==> config.mk <==
export PLATFORM = sky130hd
export DESIGN_NAME = pipe_collision
export DESIGN_NICKNAME = d
export VERILOG_FILES = /design/src/rtl/pipe_collision.sv
export SDC_FILE = /design/constraint.sdc
export NUM_CORES = 1
export LEC_CHECK = 0
export BUFFER_PORTS_ARGS = -buffer_cell sky130_fd_sc_hd__buf_2
export CELL_PAD_IN_SITES_DETAIL_PLACEMENT = 0
export CELL_PAD_IN_SITES_GLOBAL_PLACEMENT = 1
export CORE_MARGIN = 2
export CORE_UTILIZATION = 41
export CTS_BUF_LIST = sky130_fd_sc_hd__clkbuf_4
export CTS_CLUSTER_DIAMETER = 200
export DETAILED_ROUTE_END_ITERATION = 8
export PLACE_DENSITY_LB_ADDON = 0.3
export REMOVE_ABC_BUFFERS = 1
export SKIP_LAST_GASP = 1
export SLEW_MARGIN = 40
export SYNTH_ARGS = -nofsm -noshare
export SYNTH_HDL_FRONTEND = slang
export SYNTH_SLANG_ARGS = --single-unit
==> constraint.sdc <==
create_clock -name Clk -period 3.5 [get_ports Clk]
set_input_delay 0.175 -clock Clk [delete_from_list [all_inputs] [get_ports Clk]]
set_output_delay 0.175 -clock Clk [all_outputs]
set_load 0.01 [all_outputs]
==> src/rtl/pipe_collision.sv <==
// Pipe scroller and collision judge: moves the obstacle pipe, counts passes,
// and raises Stop on a crash until the physics block acknowledges it.
module pipe_collision #(
    parameter int unsigned SCREEN_W    = 640,
    parameter int unsigned SCREEN_H    = 480,
    parameter int unsigned PIPE_W      = 40,
    parameter int unsigned GAP_H       = 120,
    parameter int unsigned GAP_BASE    = 40,
    parameter int unsigned BIRD_SIZE   = 10,
    parameter int unsigned SCROLL_STEP = 2,
    parameter logic [7:0]  LFSR_SEED   = 8'hA5
) (
    input  logic               Clk,
    input  logic               reset,
    input  logic               Tick,
    input  logic               Start,
    input  logic               Ack,
    input  logic signed [9:0]  Bird_X,
    input  logic signed [9:0]  Bird_Y,
    output logic               Stop,
    output logic signed [10:0] Pipe_X,
    output logic [9:0]         Gap_Y,
    output logic [7:0]         Score,
    output logic               q_Idle,
    output logic               q_Run,
    output logic               q_Hit
);

    localparam logic signed [11:0] SW12   = 12'(SCREEN_W);
    localparam logic signed [11:0] SH12   = 12'(SCREEN_H);
    localparam logic signed [11:0] PW12   = 12'(PIPE_W);
    localparam logic signed [11:0] GH12   = 12'(GAP_H);
    localparam logic signed [11:0] BS12   = 12'(BIRD_SIZE);
    localparam logic signed [11:0] STEP12 = 12'(SCROLL_STEP);
    localparam logic [9:0]         GAP_RST = 10'(GAP_BASE) + 10'(LFSR_SEED);

    typedef enum logic [2:0] {
        QIdle = 3'b001,
        QRun  = 3'b010,
        QHit  = 3'b100
    } state_t;

    state_t             state, state_nxt;
    logic signed [10:0] pipe_x_nxt;
    logic [9:0]         gap_y_nxt;
    logic [7:0]         score_nxt;
    logic [7:0]         lfsr, lfsr_nxt, lfsr_adv;
    logic signed [11:0] bx, by, px, gy, nx;
    logic               oob, xov, ingap, hit, wrap, passed;

    // Collision and scroll terms, all in 12-bit signed arithmetic
    always_comb begin
        bx       = {{2{Bird_X[9]}}, Bird_X};
        by       = {{2{Bird_Y[9]}}, Bird_Y};
        px       = {Pipe_X[10], Pipe_X};
        gy       = {2'b00, Gap_Y};
        nx       = px - STEP12;
        oob      = (by < 12'sd0) || (by + BS12 > SH12);
        xov      = (bx + BS12 > px) && (bx < px + PW12);
        ingap    = (by >= gy) && (by + BS12 <= gy + GH12);
        hit      = oob || (xov && !ingap);
        wrap     = (nx <= -PW12);
        passed   = (px + PW12 > bx) && (nx + PW12 <= bx);
        lfsr_adv = {lfsr[6:0], lfsr[7] ^ lfsr[5] ^ lfsr[4] ^ lfsr[3]};
    end

    // Next-state and next-register values
    always_comb begin
        state_nxt  = state;
        pipe_x_nxt = Pipe_X;
        gap_y_nxt  = Gap_Y;
        score_nxt  = Score;
        lfsr_nxt   = lfsr;
        unique case (state)
            QIdle: begin
                pipe_x_nxt = 11'(SW12);
                if (Start) begin
                    state_nxt = QRun;
                    score_nxt = 8'd0;
                end
            end
            QRun: begin
                if (hit) begin
                    state_nxt = QHit;
                end else if (Tick) begin
                    if (wrap) begin
                        pipe_x_nxt = 11'(SW12);
                        lfsr_nxt   = lfsr_adv;
                        gap_y_nxt  = 10'(GAP_BASE) + 10'(lfsr_adv);
                    end else begin
                        pipe_x_nxt = 11'(nx);
                    end
                    if (passed && (Score != 8'hFF)) begin
                        score_nxt = Score + 8'd1;
                    end
                end
            end
            QHit: begin
                if (Ack) begin
                    state_nxt = QIdle;
                end
            end
            default: state_nxt = QIdle;
        endcase
    end

    always_ff @(posedge Clk or negedge reset) begin
        if (!reset) begin
            state  <= QIdle;
            Pipe_X <= 11'(SW12);
            Gap_Y  <= GAP_RST;
            Score  <= 8'd0;
            lfsr   <= LFSR_SEED;
        end else begin
            state  <= state_nxt;
            Pipe_X <= pipe_x_nxt;
            Gap_Y  <= gap_y_nxt;
            Score  <= score_nxt;
            lfsr   <= lfsr_nxt;
        end
    end

    // One-hot state bits are the flops themselves; Stop mirrors the hit state
    assign q_Idle = state[0];
    assign q_Run  = state[1];
    assign q_Hit  = state[2];
    assign Stop   = state[2];

endmodule

==> results of run 1 <==
worst register-to-register path, cell delays in order (launching register included):
cell and delay (ps):
dfrtp_2 460, buf_6 130, nor3_4 270, xnor2_2 160
ha_2 240, o211ai_1 110, a31oi_2 260, xnor2_1 150
ha_1 260, a21o_1 170, a211oi_2 230, o211ai_1 130
o2111ai_1 120, o2111a_2 260, buf_6 130, nand3b_1 180
o21ai_1 190
worst min path at each step:
stage / startpoint / endpoint / slack [ps] / cells after the start
2_1_floorplan: reset / Gap_Y[4] / -120 / 0
3_3_place_gp: reset / Gap_Y[5] / 330 / 1
3_5_place_dp: reset / Gap_Y[4] / 170 / 1
4_1_cts: Ack / state[0] / 130 / 3
5_1_grt: Tick / Score[5] / 130 / 3
6_report: Ack / state[0] / 140 / 3
per-layer routing:
metal	share of wire [%]	up-vias	routed length, um
li1	-	1785	-
met5	0	-	0
met1	48	1661	5060
met4	2.1	0	224
met3	3.4	18	359
met2	46	84	4870
Yosys cell counts, drive strengths merged, types with 6 or more instances:
library cell   n
a21o           8
a21oi         26
a31oi          7
and3          10
buf           11
clkbuf         7
dfrtp         25
dfstp         10
ha            59
inv           34
mux2           9
mux2i          8
nand2         18
nand2b        10
nand3         13
nand4          8
nor2          24
nor2b          6
nor3          11
o2111ai        6
o21ai         28
xnor2         29
xor2          12
state kept, by name, indices dropped and copies added, names as in the netlist:
register	count
Gap_Y	6
Pipe_X	10
Score	8
lfsr	8
state	3
report_power, final:
group | leakage, nW | switching, mW | internal [mW]
clock network | 0.0426 | 0.153 | 0.147
logic | 1.86 | 1.68 | 1.59
registers | 0.436 | 0.102 | 0.477
total | 2.33 | 1.93 | 2.22
logic make-up after synthesis:
group / synth area share [%]
AO/OA/AOI/OAI: 21.4
XOR/XNOR: 9.28
adder cells (fa/ha/maj): 19.1
buffers and inverters: 5.92
flip-flops: 23.0
multiplexers: 5.08
other: 0.0970
AND/OR/NAND/NOR: 16.1
stage by stage:
step	setup WS, ps	TNS [ps]
5_1_grt	-218	-1500
4_1_cts	0.247	0
2_1_floorplan	-59.1	-126
3_5_place_dp	-203	-1520
3_3_place_gp	-45.4	-209
6_report	-11.8	-19.3
repair_timing:
item | in CTS | in global routing
buffers inserted | 5 | 4
hold buffers | 1 | 0
setup endpoints to repair | 8 | 29
pin swaps | 4 | 19
hold endpoints to repair | 25 | 0
cloned | 0 | 1
resized for setup | 14 | 41
area by class of cell:
class,instances,area (sq um),area share (%)
multi-input cells,354,2910,60.9
flip-flops and latches,35,892,18.7
repair buffers,100,637,13.3
well taps,111,139,2.90
inverters,34,128,2.67
clock inverters,3,38.8,0.811
clock buffers,5,37.5,0.785
==> summary.txt, run 1 <==
Global route
  – Largest net degree at the start of global routing: 36
  – Met3 Use GR: 2.08%
  – Gr usage total: 21.0%
  – Layer with the highest usage: met2
  – Met2 global-route usage: 34.1%
  – Antenna violations before repair: 0
  – Vias in the first global route: 3546
  – GR Util met1: 29.5%
  – First-pass GRT wire length: 17200 um
  – Total congestion overflow: 0

Worst setup path
  – Worst setup path endpoint: Score[1]
  – Register-to-register setup slack: -10 ps
  – RR Startpoint: Pipe_X[3]
  – Slowest CP cell: dfrtp_2
  – Maximum fanout along the worst path: 6
  – Max stage delay on crit path: 460 ps
  – Worst path cell trace: buf_6 -> nor3_4 -> xnor2_2 -> ha_2 -> o211ai_1 -> a31oi_2 -> xnor2_1 -> ha_1 -> a21o_1 -> a211oi_2 -> o211ai_1 -> o2111ai_1 -> o2111a_2 -> buf_6 -> nand3b_1 -> o21ai_1
  – Top Family by Delay on Critical Path: compound AO/OA/AOI/OAI gates
  – FF-to-FF path depth: 16
  – CP Class: flop to flop
  – Critical path data arrival time: 3790 ps
  – Crit. path cell count: 16
  – Critical Path End Type: flop
  – Critical path launch point type: flop
  – Crit path buffers/inverters: 2
  – Critical path launch point: Pipe_X[3]
  – R2r endpoint: Score[1]
  – Critical Path RT: 3780 ps

Floorplan
  – Core area: 9200 sq um
  – Die X: 101 um
  – # rows: 35
  – Die area: 10200 sq um
  – Initial core utilization: 42.1%
  – I/O pins: 58
  – Die span in y: 101 um

Layout
  – Final core utilization: 52.0%
  – Share of layout cells above drive strength 1: 31.5%
  – Commonest cells after routing, fill and taps aside: ha_1, buf_2, buf_4
  – Area grow syn2layout: 23.7%
  – Commonest non-fill, non-tap cell in the layout: ha_1
  – Final #Nets: 614
  – Fill cell count: 885
  – Post-Layout Cell Count: 642
  – N_diodes: 0
  – Final instance area: 4780 sq um

Placed design
  – Placed insts: 623
  – Area after DPL: 4440 sq um
  – DP Wirelength: 8310 um
  – IO Port Bufs: 55
  – RD Place Congestion: 0.880

CTS
  – Root Driver: clkbuf_4
  – Clock latency at the later pin of the worst-skew pair: 350 ps
  – CTS tree: done
  – Total CTS buffers: 5
  – H-tree Lvls: 2
  – Clock-pin slew on the worst setup and hold paths: 130 ps
  – Clk sink count: 35
  – Clock Path Buffers: 2

Yosys
  – Synth cell types: 64
  – Number of synthesized flops with an enable pin: 0
  – Post-synth ARST share: 100%
  – Syn. warnings: 0
  – Post-synth top flop: dfrtp_1
  – Seq/Total Area, Yosys: 23.0%
  – Synth Instances: 440
  – Top cells by area, synth: ha_1, dfrtp_1, dfstp_2
  – Post-Syn Area: 3870 sq um
  – Mapped Avg Cell Area: 8.79 sq um
  – Yosys top cell area share: 19.1%
  – Cell taking the most area after synthesis: ha_1
  – Number of synthesized register bits: 35

Route
  – DR iter-0 viols: 129
  – Vias: 3548
  – Final ANT Viol Nets: 0
  – Via/cell ratio: 5.53
  – DRC Markers: 0
  – Final WL: 10500 um
  – Drt wl/cell: 16.4 um
  – Initial DRT Pass Iterations: 4

STA
  – Setup violators final: 2
  – Skew final: 18.3 ps
  – Slew Limit Fails: 0
  – Final hold violation count: 0
  – Tmin final: 3510 ps
  – Unrepaired setup endpoints after global routing: yes
  – Worst slew pin tran: 629 ps
  – Final worst slack: -11.8 ps
  – Min Hold Slack: 142 ps
  – Max_slew headroom: 58.0%
  – Max frequency: 0.285 GHz
  – Fin crit share: 100%

Power and ir drop
  – Final Power: 4.15 mW
  – P_leak: 2.33 nW
  – Worst vdd ir: 0.000634 V
  – P per Cell Area: 867 nW/um^2

Run
  – Max-cap viol count: 0

Outcome
  – Failing checks: setup timing
  – Outcome: finished with violations

Min path
  – Tightest Hold Check Type: input port to flop
No activity file was read; power rests on OpenSTA's default activity.
==> inputs of run 2 (changes only) <==
--- a/config.mk
+++ b/config.mk
@@ -9,12 +9,13 @@
 export CELL_PAD_IN_SITES_DETAIL_PLACEMENT = 0
 export CELL_PAD_IN_SITES_GLOBAL_PLACEMENT = 1
 export CORE_MARGIN = 2
-export CORE_UTILIZATION = 41
+export CORE_UTILIZATION = 45
 export CTS_BUF_LIST = sky130_fd_sc_hd__clkbuf_4
 export CTS_CLUSTER_DIAMETER = 200
 export DETAILED_ROUTE_END_ITERATION = 8
 export PLACE_DENSITY_LB_ADDON = 0.3
 export REMOVE_ABC_BUFFERS = 1
+export SKIP_CTS_REPAIR_TIMING = 1
 export SKIP_LAST_GASP = 1
 export SLEW_MARGIN = 40
 export SYNTH_ARGS = -nofsm -noshare
==> constraint.sdc (replaced) <==
create_clock -name Clk -period 3.85 [get_ports Clk]
set_input_delay 0.1925 -clock Clk [delete_from_list [all_inputs] [get_ports Clk]]
set_output_delay 0.1925 -clock Clk [all_outputs]
set_load 0.01 [all_outputs]
==> run 2 against run 1 <==
The run now ends clean. Non-clock buffer count shrank 28. Register-to-register slack gained 200 ps. Clock skew shrank 1.2 ps. Clock-buffer cell count grew 1. Clock power shrank 27%. Design area shrank 6.9%. Wire length shrank 4.5%. Critical path type unchanged. Power shrank 20%. Hold slack gained 12 ps.
==> summary.txt, run 2 (synthesis gave the netlist of run 1 again) <==
Layout
  – Final #Nets: 586
  – N_diodes: 0
  – Biggest register: Pipe_X
  – Biggest regs: Pipe_X x10, Score x8, lfsr x8
  – Area grow syn2layout: 15.1%
  – Fill cell count: 807
  – Post-Layout Cell Count: 608
  – Commonest non-fill, non-tap cell in the layout: ha_1
  – Commonest cells after routing, fill and taps aside: ha_1, buf_2, inv_1
  – Flip-flop count of the largest register after layout: 10
  – Share of layout cells above drive strength 1: 24.9%

Worst setup path
  – Critical Path End Type: flop
  – CP Class: flop to flop
  – Maximum fanout along the worst path: 13
  – Critical Path RT: 4070 ps
  – Slowest CP cell: dfrtp_1
  – Critical path launch point type: flop
  – Max stage delay on crit path: 400 ps
  – Critical path data arrival time: 3880 ps
  – Worst path cell trace: buf_4 -> ha_1 -> o21ai_0 -> or3_1 -> xnor2_1 -> ha_1 -> nand3_1 -> a211o_1 -> a21oi_1 -> o211ai_1 -> a32oi_2 -> buf_4 -> nand3b_1 -> o21ai_0

Placed design
  – Placed insts: 597
  – RD Place Congestion: 0.884
  – DP Wirelength: 7880 um
  – IO Port Bufs: 55

STA
  – Unrepaired setup endpoints after global routing: yes
  – Fin crit share: 95.1%
  – Worst slew pin tran: 623 ps
  – Min Hold Slack: 154 ps
  – Skew final: 17.2 ps
  – Max frequency: 0.273 GHz
  – Slew Limit Fails: 0
  – Max_slew headroom: 58.4%
  – Final hold violation count: 0
  – Tmin final: 3660 ps
  – Setup violators final: 0

CTS
  – Clock latency at the later pin of the worst-skew pair: 350 ps
  – CTS tree: done
  – H-tree Lvls: 2
  – Clock-pin slew on the worst setup and hold paths: 130 ps
  – Root Driver: clkbuf_4
  – Clk sink count: 35
  – Total CTS buffers: 5
  – Clock Path Buffers: 2

Floorplan
  – Die area: 9350 sq um
  – Core area: 8260 sq um
  – # rows: 33
  – I/O pins: 58
  – Die X: 96.7 um
  – Die span in y: 96.7 um
  – Initial core utilization: 46.8%

Route
  – Final ANT Viol Nets: 0
  – Final WL: 10000 um
  – Via/cell ratio: 5.77
  – DR iter-0 viols: 139
  – Initial DRT Pass Iterations: 6
  – DRC Markers: 0
  – Vias: 3507
  – Drt wl/cell: 16.5 um

Global route
  – Total congestion overflow: 0
  – Antenna violations before repair: 0
  – Gr usage total: 20.8%
  – Layer with the highest usage: met2
  – GR Util met1: 27.4%
  – Met3 Use GR: 3.18%
  – First-pass GRT wire length: 16200 um
  – Met2 global-route usage: 35.7%
  – Largest net degree at the start of global routing: 36
  – Vias in the first global route: 3322

Run
  – Max-cap viol count: 0

Outcome
  – Outcome: complete, no violations

Power and ir drop
  – Worst vdd ir: 0.000908 V
  – P_leak: 2.18 nW
  – P per Cell Area: 743 nW/um^2

Min path
  – Tightest Hold Check Type: input port to flop
[run 2: changes by cell type in the layout (fill, tap and decap cells not counted), sizes merged]
cell and change:
buf -28, bufinv -1, clkbuf +1, clkinv -1
clkinvlp +1
[run 2: final cells by class]
type                       instances  area (sq um)  share of cell area [%]
tap                              105           131                    2.95
clock inverter                     2          12.5                   0.281
timing repair buffer              72           408                    9.16
inverter                          34           128                    2.87
clock buffer                       6          45.0                    1.01
sequential                        35           890                    20.0
multi-input combinational        354          2840                    63.8
[run 2: routing by layer]
metal	part of all wire, %	routed length, um
met1	45	4470
met2	50	5000
met3	3.8	381
met4	1.8	184
met5	0	0
[run 2: worst paths after layout]
| kind | from | to | slack [ps] | depth (start not counted) |
|---|---|---|---|---|
| worst max-delay path | Pipe_X[4] | Score[2] | 190 | 14 |
| worst min-delay path | Ack | state[0] | 150 | 3 |
| worst max register to register | Pipe_X[4] | Score[2] | 190 | 14 |
| worst min register to register | Score[3] | Score[3] | 560 | 1 |
| max in group asynchronous | reset | Pipe_X[7] | 3150 | 2 |
| min in group asynchronous | reset | Gap_Y[5] | 330 | 2 |
[run 2: where the power goes]
| part | total [mW] | internal [mW] | switching (mW) | leakage (nW) |
|---|---|---|---|---|
| clock network | 0.218 | 0.0776 | 0.140 | 0.0317 |
| logic | 2.55 | 1.14 | 1.41 | 1.70 |
| registers | 0.539 | 0.432 | 0.106 | 0.439 |
[run 2: critical path, delay by kind of cell (launching register included)]
| kind | cells | cell delay (ps) |
|---|---|---|
| AND/OR/NAND/NOR | 3 | 730 |
| buffers and inverters | 2 | 400 |
| XOR/XNOR | 1 | 140 |
| adder cells (fa/ha/maj) | 2 | 460 |
| flip-flops | 1 | 400 |
| AO/OA/AOI/OAI | 6 | 1390 |
[run 2: stage by stage]
step           TNS (ps)  power, mW  cell area (sq um)  util (%)  worst slack [ps]
6_report              0       3.31               4450      53.9               187
5_1_grt            -160       3.63               4450      53.9             -42.6
4_1_cts            -178       3.04               4340      52.5             -41.3
3_5_place_dp      -77.6       2.82               4280      51.8             -36.1
3_3_place_gp          0       2.82               4280      51.8              63.1
2_1_floorplan         0       2.01               3770         -               291
